`src/rtl/serial_add_seq.sv`:
```
// serial_add_seq: bit-serial adder sequencer around a single full_adder cell.
// Operands are latched on start and fed one bit per clock, LSB first; the sum
// bits are shifted into an accumulator and the cell carry is fed back.
// Optional feature: define SERIAL_ADD_OVF_EN to add the signed-overflow
// output o_ovf (registered alongside the result).

module full_adder (
   input  logic i_a,
   input  logic i_b,
   input  logic i_cin,
   output logic o_sum,
   output logic o_cout
);
   assign o_sum  = i_a ^ i_b ^ i_cin;
   assign o_cout = (i_a & i_b) | (i_a & i_cin) | (i_b & i_cin);
endmodule

module serial_add_seq #(
   parameter int WIDTH = 8
) (
   input  logic             i_clk,
   input  logic             i_rst_n,
   input  logic             i_start,
   input  logic [WIDTH-1:0] i_a,
   input  logic [WIDTH-1:0] i_b,
   input  logic             i_cin,
   output logic             o_busy,
   output logic             o_done,
   output logic [WIDTH-1:0] o_sum,
   output logic             o_cout
`ifdef SERIAL_ADD_OVF_EN
   ,
   output logic             o_ovf
`endif
);

   localparam int CW = $clog2(WIDTH) + 1;
   localparam logic [CW-1:0] CNT_LAST = CW'(WIDTH - 1);
   localparam logic [CW-1:0] CNT_ONE  = {{(CW-1){1'b0}}, 1'b1};

   typedef enum logic [1:0] {
      ST_IDLE  = 2'd0,
      ST_SHIFT = 2'd1,
      ST_DONE  = 2'd2
   } state_t;

   state_t           r_state;
   logic [WIDTH-1:0] r_a_sh;
   logic [WIDTH-1:0] r_b_sh;
   logic             r_carry_q;
   logic [WIDTH-1:0] r_acc;
   logic [CW-1:0]    r_cnt;
   logic [WIDTH-1:0] r_sum;
   logic             r_cout;
   logic             r_busy;
   logic             r_done;
`ifdef SERIAL_ADD_OVF_EN
   logic             r_ovf;
`endif

   logic             w_fa_sum;
   logic             w_fa_cout;
   logic [WIDTH-1:0] w_acc_next;

   // The one adder cell: current LSB pair plus the carry from the previous bit.
   full_adder u_fa (
      .i_a    (r_a_sh[0]),
      .i_b    (r_b_sh[0]),
      .i_cin  (r_carry_q),
      .o_sum  (w_fa_sum),
      .o_cout (w_fa_cout)
   );

   // Accumulator after this cycle's sum bit enters at the MSB end.
   assign w_acc_next = {w_fa_sum, r_acc[WIDTH-1:1]};

   // Sequencer FSM: operand latch, per-bit shifting and result/flag registers.
   always_ff @(posedge i_clk or negedge i_rst_n) begin
      if (!i_rst_n) begin
         r_state   <= ST_IDLE;
         r_a_sh    <= {WIDTH{1'b0}};
         r_b_sh    <= {WIDTH{1'b0}};
         r_carry_q <= 1'b0;
         r_acc     <= {WIDTH{1'b0}};
         r_cnt     <= {CW{1'b0}};
         r_sum     <= {WIDTH{1'b0}};
         r_cout    <= 1'b0;
         r_busy    <= 1'b0;
         r_done    <= 1'b0;
`ifdef SERIAL_ADD_OVF_EN
         r_ovf     <= 1'b0;
`endif
      end else begin
         case (r_state)
            ST_IDLE, ST_DONE: begin
               // DONE accepts a new start exactly like IDLE (back-to-back)
               r_done <= 1'b0;
               if (i_start) begin
                  r_a_sh    <= i_a;
                  r_b_sh    <= i_b;
                  r_carry_q <= i_cin;
                  r_cnt     <= {CW{1'b0}};
                  r_busy    <= 1'b1;
                  r_state   <= ST_SHIFT;
               end else begin
                  r_busy    <= 1'b0;
                  r_state   <= ST_IDLE;
               end
            end
            ST_SHIFT: begin
               // start is ignored here; operands stay as latched
               r_a_sh    <= {1'b0, r_a_sh[WIDTH-1:1]};
               r_b_sh    <= {1'b0, r_b_sh[WIDTH-1:1]};
               r_acc     <= w_acc_next;
               r_carry_q <= w_fa_cout;
               r_cnt     <= r_cnt + CNT_ONE;
               if (r_cnt == CNT_LAST) begin
                  r_sum   <= w_acc_next;
                  r_cout  <= w_fa_cout;
`ifdef SERIAL_ADD_OVF_EN
                  // carry into the MSB is the carry register during the last bit
                  r_ovf   <= r_carry_q ^ w_fa_cout;
`endif
                  r_busy  <= 1'b0;
                  r_done  <= 1'b1;
                  r_state <= ST_DONE;
               end else begin
                  r_busy  <= 1'b1;
                  r_done  <= 1'b0;
                  r_state <= ST_SHIFT;
               end
            end
            default: begin
               r_busy  <= 1'b0;
               r_done  <= 1'b0;
               r_state <= ST_IDLE;
            end
         endcase
      end
   end

   assign o_busy = r_busy;
   assign o_done = r_done;
   assign o_sum  = r_sum;
   assign o_cout = r_cout;
`ifdef SERIAL_ADD_OVF_EN
   assign o_ovf  = r_ovf;
`endif

endmodule

```
`config.mk`:
```
export PLATFORM = sky130hd
export DESIGN_NAME = serial_add_seq
export DESIGN_NICKNAME = d
export VERILOG_FILES = /design/src/rtl/serial_add_seq.sv
export SDC_FILE = /design/constraint.sdc
export NUM_CORES = 1
export LEC_CHECK = 0
export ABC_AREA = 0
export ABC_CLOCK_PERIOD_IN_PS = 2100
export BUFFER_PORTS_ARGS = -buffer_cell sky130_fd_sc_hd__buf_2
export CORE_MARGIN = 10
export CORE_UTILIZATION = 30
export CTS_BUF_LIST = sky130_fd_sc_hd__clkbuf_2 sky130_fd_sc_hd__clkbuf_4 sky130_fd_sc_hd__clkbuf_8
export DETAILED_ROUTE_END_ITERATION = 10
export PLACE_DENSITY = 0.52
export REMOVE_ABC_BUFFERS = 1
export SLEW_MARGIN = 25
export SYNTH_ARGS = -nofsm -noshare
export SYNTH_HDL_FRONTEND = slang
export SYNTH_SLANG_ARGS = --single-unit
```
`constraint.sdc`:
```
create_clock -name i_clk -period 2.1 [get_ports i_clk]
set_input_delay 0.21 -clock i_clk [delete_from_list [all_inputs] [get_ports i_clk]]
set_output_delay 0.21 -clock i_clk [all_outputs]
set_load 0.03 [all_outputs]
```
# Word-level counts from Yosys, hierarchy flattened
# Index checks and enable logic that the tools add are counted.
# W data, S select, Z words.
[word_totals]
register_bits = 42
in_bits = 20
wordCells = 43
[op_classes]
addsub = 1
n_eq_ne = 4
n_mux = 16
bitwise = 7
n_reduce_logical = 5
[ops]
columns = ["op", "n"]
rows = [
  ["$pmux W8 S2", 2],
  ["$mux W8", 2],
  ["$pmux W4 S2", 1],
  ["$mux W1", 6],
  ["$add A4 B1 Y4 const B", 1],
  ["$eq A4 B3 Y1 const B", 1],
  ["$mux W4", 1],
  ["$pmux W1 S2", 2],
  ["$pmux W2 S2", 1],
  ["$reduce_and A2 Y1", 2],
  ["$and A1 B1 Y1", 3],
  ["$eq A2 B1 Y1 const B", 1],
  ["$eq A2 B2 Y1 const B", 1],
  ["$logic_not A2 Y1", 1],
  ["$mux W2", 1],
  ["$ne A2 B2 Y1 const B", 1],
  ["$or A1 B1 Y1", 2],
  ["$reduce_bool A2 Y1", 1],
  ["$reduce_or A2 Y1", 1],
  ["$xor A1 B1 Y1", 2],
]

# Logic depth before layout (Yosys ltp)
[depth]
word_depth = 4
depth_mapped = 5

# Hierarchy
# From an unflattened synthesis, not the netlist that was laid out.
[unflattened]
hier_cells = 114
area_unflattened_um2 = 1655.3
[modules_own_cells]
columns = ["module", "n_inst", "cells_each", "area_per_inst_um2", "seq_area_each_um2"]
rows = [
  ["serial_add_seq", 1, 113, 1635.3, 1001.0],
  ["full_adder", 1, 1, 20.0, 0.0],
]

# Worst setup path before layout
# No wires, ideal clock.
[synth_path]
path_type = "flip-flop to flip-flop"
start = "reg r_state[0]"
end = "reg r_cout (netlist: o_cout)"
t_arrival_ps = 1390
path_slack_ps = 582
stages_incl_launch_ff = 5
cell_sequence = "dfrtp_1 -> and2b_4 -> nor3b_2 -> buf_4 -> mux2_1"
[synth_between]
elab_chain_cells = 2
[synth_lines]
columns = ["element", "line_no", "source"]
rows = [
  ["start, declared", "47", "state_t r_state;"],
  ["start signal, assigned", "80", "r_state <= ST_IDLE;"],
  ["start signal, assigned", "104", "r_state <= ST_SHIFT;"],
  ["start signal, assigned", "107", "r_state <= ST_IDLE;"],
  ["$eq A2 B1 Y1", "94", "case (r_state)"],
  ["$reduce_and A2 Y1 (no source line)", "n/a", ""],
  ["end signal, assigned", "119", "r_cout <= w_fa_cout;"],
  ["end, declared", "54", "logic r_cout;"],
]
# Every way passes these cells.
# A chain may end at the register's enable or synchronous reset.

# Final worst setup path
[layout_path]
start = "reg r_state[1]"
end = "reg r_sum[4] (netlist: o_sum[4])"
[layout_between]
elab_chain_cells = 2
[layout_lines]
columns = ["element", "line_no", "source"]
rows = [
  ["$eq A2 B1 Y1", "94", ""],
  ["$reduce_and A2 Y1 (no source line)", "n/a", ""],
  ["end signal, assigned", "86", "r_sum <= {WIDTH{1'b0}};"],
  ["end signal, assigned", "118", "r_sum <= w_acc_next;"],
  ["end, declared", "53", "logic [WIDTH-1:0] r_sum;"],
]
# Every way passes these cells.

==> impl_metrics.ini <==
[sta]
tightestPinTransition_ps = 895
tns_ps = 0
slew-limit-headroom_pct = 40.3
finalMaxSlewViolations = 0
grt_setup_unrepaired = false
setup-violations-final = 0
clock.fmax_mhz = 641
finalCriticalPeriod_ps = 1560
fin_crit_sh_pct = 74.3
clock_skew_ps = 7.26
hold_viol = 0

[power_and_ir_drop]
ir_drop_mv = 0.467
p_per_area_nw_per_um2 = 1590
power_mw = 3.11
p_leak_nw = 1.03

[grt]
overflow = 0
grt_first_pass_wirelength_mm = 5.16
grt_pass1_vias = 1082
grt_max_degree = 41
grt_usage_pct = 7.36
antenna_found_initial = 0

[routing]
drc = 0
drt_wl_total_mm = 3.17
drt_iter0_markers = 18
postRouteAntennaNets = 0
firstDrtPassIters = 4
wire_per_inst_um = 14.4
vias = 1031
vias_per_cell = 4.69

[placement]
gp_congestion = 0.735
dpl.hpwl_mm = 2.31
portBuffers = 30

[cells_and_area]
drive_gt1_share_pct = 35.1
register_area_um2 = 1000
syn_to_final_growth_pct = 18.3
fill_cells = 540
final_nets = 169
n_antenna_cell = 0
multi_input_area_um2 = 606

[synthesis]
ys_top_cells_by_area = dfrtp_1, a22o_1, a21o_1
synthDistinctLibCells = 20
synth-simple-area-share_pct = 4.68
synth_xor_area_share_pct = 0
synthAdderAreaFrac_pct = 1.96
syn_area_per_cell_um2 = 14.6
synthMuxAreaShare_pct = 12.7
ys_ff_latch = 40
synth_top_family_by_area = compound AO/OA/AOI/OAI gates
synth_seq_area_share_pct = 60.3
yosysTopAreaCell = dfrtp_1
synth_warnings = 0
synth-compound-area-share_pct = 17.1
netlist_area_um2 = 1660
netlist_instances = 114
yosys.area.top_type_share_pct = 60.3

[clocking]
cts-root-buf = clkbuf_8
cts_resized = 0
cts_buffers = 5
htreeDepth = 2
cts_tree = yes
post-cts-setup-buffers = 0
path_clk_slew_ps = 80
postCtsHoldBufs = 0
clock_sinks = 40
clk_latency_ps = 290
cts_buffer_depth = 2

[setup_path]
cp_max_fo = 14
reg2reg_slack_ps = 540
crit_path_end_kind = flip-flop
path_class = flip-flop to flip-flop
required_ps = 2260
cp-start-kind = flip-flop
crit_arrival_ps = 1720

[floorplan]
core_um2 = 5440
rows = 27
fp.dieH_um = 94.4
start_util_pct = 30.5
dieArea_um2 = 8900
num_io_pins = 31
die_x_um = 94.4

[worst_hold_path]
hold_class = input port to async pin

[status]
status = finished clean

[run]
cap_violations = 0
[worst max-delay path, stage by stage (launching register included)]
cell and delay [ps]:
dfrtp_1 360, and2b_4 360, nor3b_2 190, buf_4 200
mux2_1 330
[sequential cells by signal, indices dropped and copies added (netlist names)]
register	count
o_done	1
r_carry_q	1
r_b_sh	8
r_a_sh	8
r_acc	7
o_sum	8
r_cnt	4
o_cout	1
r_state	2
[layout make-up]
class	count	area share, %
Multi-Input combinational cell	67	30.9
Clock buffer	6	4.21
Tap cell	72	4.59
Sequential cell	40	51.0
Timing Repair Buffer	33	8.80
Clock inverter	2	0.510
[cell usage after synthesis]
| cell type | instances |
|---|---|
| mux2_1 | 9 |
| mux2i_1 | 2 |
| nor3b_2 | 1 |
| ha_1 | 1 |
| nor2_4 | 1 |
| nand4_1 | 1 |
| o21ai_0 | 1 |
| dfrtp_1 | 40 |
| and2b_4 | 1 |
| fa_1 | 1 |
| a21o_1 | 15 |
| nor3b_1 | 1 |
| mux2_2 | 8 |
| nor2b_1 | 2 |
| nand2_1 | 3 |
| buf_2 | 3 |
| buf_4 | 2 |
| buf_6 | 2 |
| a22o_1 | 19 |
| nand2b_1 | 1 |
[metrics by stage]
stage               instances  hold slack (ps)  instance area [um^2]  util, %  setup slack, ps
global placement          212              360                  1870     34.4              568
detailed placement        212              393                  1870     34.4              534
global route              220              107                  1960     36.1              462
CTS                       220             75.7                  1960     36.1              519
finish                    220             50.0                  1960     36.1              540
floorplan                 107            -85.6                  1610        -              140
[cell usage in the layout, fill, tap and decap left out]
cell type  count
dfrtp_1       40
a22o_1        19
nand2b_1       1
nor2b_1        2
mux2i_1        2
fa_1           1
o21ai_0        1
nor3b_2        1
mux2_2         8
clkbuf_8       6
a21o_1        15
mux2_1         9
nand4_1        1
buf_4          3
nor3b_1        1
and2b_4        1
nand2_1        3
clkinv_2       2
buf_2         30
nor2_4         1
ha_1           1
[cells by family (layout without fill, tap and decap cells)]
family                   after synthesis  after routing
flip-flops                            40             40
AO/OA/AOI/OAI                         35             35
multiplexers                          19             19
AND/OR/NAND/NOR                       11             11
buffers and inverters                  7             41
adder cells (fa/ha/maj)                2              2
[power breakdown]
part | leakage [nW] | switching, mW | internal [mW]
combinational | 0.476 | 0.646 | 0.616
clock | 0.0510 | 0.250 | 0.262
sequential | 0.502 | 0.212 | 1.13
total | 1.03 | 1.11 | 2.00
[worst paths after layout]
| kind | from | endpoint | cells past startpoint |
|---|---|---|---|
| max in group asynchronous | i_rst_n | r_a_sh[7]$_DFFE_PN0P_ | 1 |
| worst min register to register | r_a_sh[3]$_DFFE_PN0P_ | r_a_sh[3]$_DFFE_PN0P_ | 1 |
| min in group i_clk | i_b[7] | r_b_sh[7]$_DFFE_PN0P_ | 2 |
| worst max register to register | r_state[1]$_DFF_PN0_ | o_sum[4]$_DFFE_PN0P_ | 4 |
| worst min-delay path | i_rst_n | o_sum[2]$_DFFE_PN0P_ | 1 |
| worst max-delay path | r_state[1]$_DFF_PN0_ | o_sum[4]$_DFFE_PN0P_ | 4 |
[routing by layer]
metal	vias up	global-route usage [%]	part of all wire [%]
met5	-	0	0
met1	513	7.92	41
li1	485	-	-
met3	5	4.44	10
met4	0	3.04	1.1
met2	28	11.5	48
No activity file was read; power rests on OpenSTA's default activity.
